File: src/rtl/stopwatch_core.sv
// -----------------------------------------------------------------------------
// stopwatch_core
//   Single-clock minutes:seconds timekeeping core driven by tick enables.
//   Counts up (wrap or saturate at MIN_MAX:SEC_MAX) or down (expiring at 0:00),
//   supports manual field adjust at the 2 Hz rate and a lap-freeze register.
//
// Ports
//   clk          system clock
//   reset_n      asynchronous active-low reset
//   tick_1hz     count-enable pulse
//   tick_2hz     adjust-enable pulse
//   clr          synchronous clear pulse
//   pause_toggle toggles the run state
//   lap          captures / releases the lap value
//   adjust       level, manual adjust mode
//   select       level, adjust field: 0 = minutes, 1 = seconds
//   count_down   level, 1 = decrement, 0 = increment
//   minutes      displayed minutes (lap value while lap_active)
//   seconds      displayed seconds (lap value while lap_active)
//   running      run state
//   lap_active   display frozen on the captured lap value
//   expired      count-down reached 0:00
//   blink        adjust-mode blink phase
//
// Control interface: all control inputs are single-cycle pulses or levels in
// the clk domain; there is no handshake. Every input takes effect on the clk
// edge that samples it and is visible on the outputs right after that edge.
// -----------------------------------------------------------------------------
module stopwatch_core #(
  parameter int MIN_MAX = 59,
  parameter int SEC_MAX = 59,
  parameter int MIN_W   = 6,
  parameter bit WRAP    = 1'b1
) (
  input  logic             clk,
  input  logic             reset_n,
  input  logic             tick_1hz,
  input  logic             tick_2hz,
  input  logic             clr,
  input  logic             pause_toggle,
  input  logic             lap,
  input  logic             adjust,
  input  logic             select,
  input  logic             count_down,
  output logic [MIN_W-1:0] minutes,
  output logic [5:0]       seconds,
  output logic             running,
  output logic             lap_active,
  output logic             expired,
  output logic             blink
);

  localparam logic [MIN_W-1:0] MIN_TOP = MIN_W'(MIN_MAX);
  localparam logic [MIN_W-1:0] MIN_ONE = MIN_W'(1);
  localparam logic [5:0]       SEC_TOP = 6'(SEC_MAX);

  logic [MIN_W-1:0] min_q, min_d, lap_min_q, lap_min_d;
  logic [5:0]       sec_q, sec_d, lap_sec_q, lap_sec_d;
  logic             running_q, running_d;
  logic             lap_active_q, lap_active_d;
  logic             expired_q, expired_d;
  logic             blink_q, blink_d;
  logic             count_down_q;

  // Next-state logic. Priority: clr, then adjust, then normal counting.
  // The run/expired qualification of tick_1hz uses the pre-update values,
  // so a pause_toggle in the same cycle does not block that tick.
  always_comb begin
    min_d        = min_q;
    sec_d        = sec_q;
    lap_min_d    = lap_min_q;
    lap_sec_d    = lap_sec_q;
    lap_active_d = lap_active_q;
    expired_d    = expired_q;
    running_d    = pause_toggle ? ~running_q : running_q;
    blink_d      = adjust ? (blink_q ^ tick_2hz) : 1'b0;

    if (clr) begin
      min_d        = '0;
      sec_d        = '0;
      expired_d    = 1'b0;
      lap_active_d = 1'b0;
    end else if (adjust) begin
      lap_active_d = 1'b0;
      if (tick_2hz) begin
        expired_d = 1'b0;
        // Field wraps on its own; no carry between fields.
        if (select) begin
          sec_d = (sec_q == SEC_TOP) ? 6'd0 : sec_q + 6'd1;
        end else begin
          min_d = (min_q == MIN_TOP) ? '0 : min_q + MIN_ONE;
        end
      end
    end else begin
      // Lap capture takes the pre-update live value.
      if (lap) begin
        if (!lap_active_q) begin
          lap_min_d    = min_q;
          lap_sec_d    = sec_q;
          lap_active_d = 1'b1;
        end else begin
          lap_active_d = 1'b0;
        end
      end
      if (tick_1hz && running_q && !expired_q) begin
        if (!count_down) begin
          if (sec_q != SEC_TOP) begin
            sec_d = sec_q + 6'd1;
          end else if (min_q != MIN_TOP) begin
            sec_d = 6'd0;
            min_d = min_q + MIN_ONE;
          end else if (WRAP) begin
            sec_d = 6'd0;
            min_d = '0;
          end
        end else begin
          if (sec_q != 6'd0) begin
            sec_d = sec_q - 6'd1;
          end else if (min_q != '0) begin
            sec_d = SEC_TOP;
            min_d = min_q - MIN_ONE;
          end else begin
            expired_d = 1'b1;
          end
        end
      end
    end

    // Leaving count-down mode releases an expired stopwatch.
    if (count_down_q && !count_down) begin
      expired_d = 1'b0;
    end
  end

  always_ff @(posedge clk or negedge reset_n) begin
    if (!reset_n) begin
      min_q        <= '0;
      sec_q        <= '0;
      lap_min_q    <= '0;
      lap_sec_q    <= '0;
      running_q    <= 1'b1;
      lap_active_q <= 1'b0;
      expired_q    <= 1'b0;
      blink_q      <= 1'b0;
      count_down_q <= 1'b0;
    end else begin
      min_q        <= min_d;
      sec_q        <= sec_d;
      lap_min_q    <= lap_min_d;
      lap_sec_q    <= lap_sec_d;
      running_q    <= running_d;
      lap_active_q <= lap_active_d;
      expired_q    <= expired_d;
      blink_q      <= blink_d;
      count_down_q <= count_down;
    end
  end

  // Display mux selects between two registered values only.
  assign minutes    = lap_active_q ? lap_min_q : min_q;
  assign seconds    = lap_active_q ? lap_sec_q : sec_q;
  assign running    = running_q;
  assign lap_active = lap_active_q;
  assign expired    = expired_q;
  assign blink      = blink_q;

endmodule

File: config.mk
export PLATFORM = sky130hd
export DESIGN_NAME = stopwatch_core
export DESIGN_NICKNAME = d
export VERILOG_FILES = /design/src/rtl/stopwatch_core.sv
export SDC_FILE = /design/constraint.sdc
export NUM_CORES = 1
export LEC_CHECK = 0
export BUFFER_PORTS_ARGS = -buffer_cell sky130_fd_sc_hd__buf_4
export CORE_AREA = 4 4 55 94
export CTS_BUF_LIST = sky130_fd_sc_hd__clkbuf_16
export CTS_CLUSTER_SIZE = 28
export DETAILED_ROUTE_END_ITERATION = 6
export DIE_AREA = 0 0 59 98
export PLACE_DENSITY = 0.77
export SYNTH_ARGS = -nofsm -noshare
export SYNTH_HDL_FRONTEND = slang
export SYNTH_SLANG_ARGS = --single-unit
File: constraint.sdc
create_clock -name clk -period 1.8 [get_ports clk]
set_input_delay 0.36 -clock clk [delete_from_list [all_inputs] [get_ports clk]]
set_output_delay 0.36 -clock clk [all_outputs]
set_load 0.01 [all_outputs]
==> flow_summary.ini, run 1 <==
[yosys]
ys_ff_latch = 29
yosysWarnings = 0
synthesis.area_sq_um = 1960
syn_inst = 216
ys_async_sr_fraction_pct = 100
syn_avg_cell_area_sq_um = 9.07
synthFlopType = dfrtp_1
ys_types = 51
synth_edf_count = 0
seq_area_frac_synth_pct = 37.1
syn_nets = 232

[cells_and_area]
final_layout_size_suffix_gt1_share_pct = 41.0
layout_common_cells = 69 x buf_4, 29 x nand2_1, 27 x dfrtp_1
fin_nets = 298
layout_commonest_cell = buf_4
antenna_cells = 0
fill_cells = 383
fin_cells = 334
area_growth_syn_to_layout_pct = 38.1

[worst_setup_path]
reg2reg_to = sec_q[5]
cp-start-kind = register
path_max_fanout = 5
critical_path_class = reg2reg
crit_path_end_kind = register
critPathArrivalTime_ns = 2.06
regToRegSetupSlack_ns = -0.11
r2r_cells = 8
crit_required_ns = 1.96
reg2reg_from = min_q[0]

[clock_network]
worstSkewPairLatency_ns = 0.27
root_buffer = clkbuf_16
cts_buffers = 5
tritoncts = built
cts.reportedPaths.clkPinSlew_ns = 0.05
cts.htree.levels = 2
cts.path.max_buffers = 2
cts_sinks = 29

[sta]
max_freq_mhz = 525
setup_ws_ns = -0.106
hold_ws_ns = 0.00219
finClkSkew_ns = 0.00274
setup_viol = 12
worstMarginPinSlew_ns = 0.435
rsz0062_at_grt = true
finalHoldViolCount = 0
relSlewSlack_pct = 71.0
setup_tns_ns = -0.958
fin_crit_ns = 1.91
drv_slew = 0
period_share_pct = 106

[power_and_ir_drop]
max-vdd-ir-drop_uv = 858
power_density_nw_per_um2 = 1280
total_leakage_power_nw = 1.24

[grt]
grt_pass1_wl_mm = 9.35
antenna_found_initial = 0
grt_pass1_vias = 2034
grt_use_total_pct = 20.9
gr-total-overflow = 0
grt_max_degree = 30

[floorplan]
fp.coreArea_sq_um = 4400
die_x_um = 59
fp-row-count = 32
io_pins = 26
die-area_sq_um = 5780
start_util_pct = 44.5
dieHeight_um = 98

[drt]
viasPerCell = 5.85
postRouteAntennaNets = 0
drt_wl_total_mm = 5.81
drt_iter0_markers = 75
wl_per_cell_um = 17.4
vias = 1953
firstDrtPassIters = 5
drc_errors = 0

[placement]
dp_slack_ns = -0.112
portBuffers = 25
routabilityCongestion = 0.944
dp_hpwl_mm = 4.21
place_inst = 321

[min_path]
hp-class = in2async

[outcome]
violations = negative setup slack
status = finished with violations

[run]
cap_viol_max_count = 0
## how the worst max path moves through the flow
| stage | end | cells past startpoint | slack, ns | start |
|---|---|---|---|---|
| detailed placement | min_q[5] | 8 | -0.11 | min_q[0] |
| global route | sec_q[5] | 8 | -0.19 | min_q[1] |
| floorplan | sec_q[5] | 8 | -0.06 | min_q[0] |
| global placement | min_q[5] | 8 | -0.08 | min_q[0] |
| finish | sec_q[5] | 8 | -0.11 | min_q[0] |
| CTS | min_q[4] | 8 | -0.07 | min_q[0] |
## metrics by stage
step                util [%]  total power, mW  instance area, sq um
floorplan                  -             1.83                  1960
global placement        55.9             2.48                  2460
detailed placement      55.9             2.53                  2460
CTS                     59.9             3.38                  2640
global route            61.4             3.66                  2710
finish                  61.4             3.46                  2710
## critical path, stage by stage, from the launching register on
cell and delay [ns]:
dfrtp_1 0.40, inv_2 0.08, ha_4 0.11, or4b_4 0.45, nand2b_4 0.17, o31ai_4 0.25, buf_6 0.17, a211o_1 0.09
mux2i_1 0.06
## sequential cells by signal (all words and copies together) (netlist names)
| signal | count |
|---|---|
| sec_q | 6 |
| running | 1 |
| expired | 1 |
| min_q | 6 |
| lap_sec_q | 6 |
| lap_active | 1 |
| lap_min_q | 6 |
| blink | 1 |
| count_down_q | 1 |
## logic make-up after synthesis
logic type,Yosys count,share of synthesized area [%]
flip-flops,29,37.1
adder cells (fa/ha/maj),6,3.83
AO/OA/AOI/OAI,59,21.0
XOR/XNOR,8,3.58
multiplexers,17,9.64
buffers and inverters,23,5.24
AND/OR/NAND/NOR,74,19.6
## area by class of cell
type | instances | area [sq um] | share of cell area, %
clock buffer | 5 | 125 | 4.62
clock inverter | 3 | 17.5 | 0.647
inverter | 11 | 41.3 | 1.53
multi-input combinational | 164 | 1190 | 44.0
sequential | 29 | 728 | 26.9
tap | 51 | 63.8 | 2.36
timing repair buffer | 71 | 541 | 20.0
## where the power goes
part	switching [mW]	internal, mW
Clock	0.299	0.506
Sequential	0.137	0.835
Combinational	0.822	0.861
Total	1.26	2.20
## metal layers
layer  GRT usage [%]  up-vias  share of wire [%]
met4            11.7        0                3.1
met3            3.84       18                3.7
met1            19.8      956                 34
met5               0        -                  0
li1                -      914                  -
met2            39.5       65                 59
## repair_timing
action / 4_1_cts / 5_1_grt
gates cloned: 1 / 0
hold endpoints to repair: 0 / 0
endpoints found under the setup margin: 11 / 21
resized for setup: 5 / 14
buffers inserted: 2 / 2
pin swaps: 1 / 10
hold buffers: 0 / 0
## synthesized netlist by cell type, drive strengths merged (2+ instances only)
master  count  area, sq um
and3        2         12.5
nor3        6         40.0
nand2b      4         32.5
o211a       2         20.0
dfrtp      28          701
a21oi       5         25.0
nor4        2         12.5
ha          6         75.1
clkbuf      5         20.0
mux2i       2         20.0
nand2      31          116
o21ai      22          110
o21a        2         15.0
xor2        2         17.5
o211ai      3         22.5
mux2       15          169
nand3       8         40.0
and2        3         18.8
a31oi       4         25.0
xnor2       6         52.6
nor2b       3         18.8
nor2        7         26.3
inv        11         41.3
a211o       4         35.0
nand4       3         18.8
o31ai       5         51.3
buf         7         41.3
Power figures use the tool's default switching activity.
==> run 2: changes to the inputs <==
==> config.mk (replaced) <==
export PLATFORM = sky130hd
export DESIGN_NAME = stopwatch_core
export DESIGN_NICKNAME = d
export VERILOG_FILES = /design/src/rtl/stopwatch_core.sv
export SDC_FILE = /design/constraint.sdc
export NUM_CORES = 1
export LEC_CHECK = 0
export CORE_AREA = 4 4 55 94
export CTS_BUF_LIST = sky130_fd_sc_hd__clkbuf_16
export CTS_CLUSTER_SIZE = 28
export DETAILED_ROUTE_END_ITERATION = 6
export DIE_AREA = 0 0 59 98
export DONT_BUFFER_PORTS = 1
export PLACE_DENSITY = 0.72
export SYNTH_ARGS = -nofsm -noshare
export SYNTH_HDL_FRONTEND = slang
export SYNTH_SLANG_ARGS = --single-unit
==> run 2 against run 1 <==
Against the previous run: the flow still finishes with violations (negative setup slack); sequential share of layout area is 2.9 points higher; total power fell by 7.6%; non-clock buffer count decreased by 40; highest routed layer unchanged; wire length decreased by 11%; critical endpoint unchanged; clock skew grew 0.0022 ns; count of clock-buffer cells in the layout unchanged; largest cell class unchanged; largest power group unchanged; fmax up 2.8%; die area stayed put; setup slack improved by 0.052 ns; global-route usage is 1.2 points lower.
==> flow_summary.ini, run 2 (synthesis results as in run 1) <==
[grt]
grt_use_total_pct = 19.7
gr-total-overflow = 0
grt_pass1_vias = 1819
grt_pass1_wl_mm = 8.56
grt_max_degree = 30
antenna_found_initial = 0

[sta]
relSlewSlack_pct = 64.4
setup_viol = 8
hold_ws_ns = 0.116
drv_slew = 0
finClkSkew_ns = 0.00498
max_freq_mhz = 539
period_share_pct = 103
fin_crit_ns = 1.85
rsz0062_at_grt = true
worstMarginPinSlew_ns = 0.534
setup_ws_ns = -0.0546
finalHoldViolCount = 0

[worst_setup_path]
critPathArrivalTime_ns = 2.00
crit_path_end_kind = register
reg2reg_to = sec_q[5]
crit_required_ns = 1.95
critical_path_class = reg2reg
reg2reg_from = min_q[0]
regToRegSetupSlack_ns = -0.05
r2r_cells = 8
path_max_fanout = 10
cp-start-kind = register

[run]
cap_viol_max_count = 0

[drt]
drt_wl_total_mm = 5.15
firstDrtPassIters = 4
wl_per_cell_um = 17.5
drc_errors = 0
postRouteAntennaNets = 0
drt_iter0_markers = 61
viasPerCell = 5.98
vias = 1757

[clock_network]
cts.reportedPaths.clkPinSlew_ns = 0.05
root_buffer = clkbuf_16
worstSkewPairLatency_ns = 0.27
tritoncts = built
cts.path.max_buffers = 2
cts_sinks = 29
cts_buffers = 5
cts.htree.levels = 2

[cells_and_area]
antenna_cells = 0
final_layout_size_suffix_gt1_share_pct = 29.2
fill_cells = 398
area_growth_syn_to_layout_pct = 24.5
layout_common_cells = 30 x nand2_1, 28 x dfrtp_1, 27 x buf_4
layout_commonest_cell = nand2_1
design_area_sq_um = 2440
utilization_pct = 55.4
fin_nets = 258

[floorplan]
start_util_pct = 44.5
dieHeight_um = 98
die_x_um = 59
fp.coreArea_sq_um = 4400
die-area_sq_um = 5780
io_pins = 26
fp-row-count = 32

[outcome]
status = finished with violations
violations = negative setup slack

[placement]
portBuffers = 0
routabilityCongestion = 0.883
dpl-instance-area_sq_um = 2190
dp_slack_ns = -0.0961
dp_hpwl_mm = 3.87

[min_path]
hp-class = in2reg
min_to = count_down_q
whs_path_depth = 0
hold_start = count_down

[power_and_ir_drop]
power_density_nw_per_um2 = 1310
max-vdd-ir-drop_uv = 655
total_leakage_power_nw = 1.06
p_total_mw = 3.20
## run 2: final cells by class
class | instances | area, sq um | area share (%)
tap | 51 | 63.8 | 2.62
timing repair buffer | 31 | 264 | 10.8
multi-input combinational | 164 | 1200 | 49.4
clock inverter | 3 | 13.8 | 0.564
sequential | 29 | 727 | 29.8
clock buffer | 5 | 125 | 5.13
inverter | 11 | 41.3 | 1.69
## run 2: how the worst max path moves through the flow
| stage | cells after the start | end | start |
|---|---|---|---|
| 6_report | 8 | sec_q[5] | min_q[0] |
| 5_1_grt | 7 | min_q[3] | sec_q[0] |
| 4_1_cts | 7 | min_q[1] | min_q[0] |
| 3_5_place_dp | 8 | expired | min_q[0] |
| 3_3_place_gp | 8 | expired | min_q[1] |
| 2_1_floorplan | 8 | sec_q[5] | min_q[0] |
## run 2: timing repair
item	CTS	global route
hold buffers	2	0
gates cloned	0	0
gates resized for setup	10	7
pin swaps	7	5
setup endpoints to repair	13	13
hold endpoints to repair	29	0
buffers inserted	1	0
## run 2: critical path, stage by stage (launching register included)
cell and delay [ns]:
dfrtp_1 0.38, inv_2 0.08, ha_4 0.12, or4b_4 0.46, nand2b_4 0.17, o31ai_4 0.20, buf_6 0.17, a211o_1 0.10
mux2i_1 0.06
## run 2: layer usage
layer | track usage [%] | part of all wire [%] | up-vias
li1 | - | - | 839
met1 | 19.1 | 34 | 857
met2 | 35.3 | 58 | 42
met3 | 3.17 | 3.0 | 19
met4 | 14.3 | 4.3 | 0
met5 | 0 | 0 | -
## run 2: metrics by stage
stage / setup TNS, ns / std cells
after floorplan: -0.348 / 216
after global placement: -0.0751 / 284
after detailed placement: -0.500 / 284
after CTS: -0.264 / 295
after global routing: -1.50 / 294
final: -0.294 / 294
## run 2: power by group
group / internal, mW / switching (mW)
Clock: 0.500 / 0.283
Sequential: 0.835 / 0.144
Combinational: 0.683 / 0.751
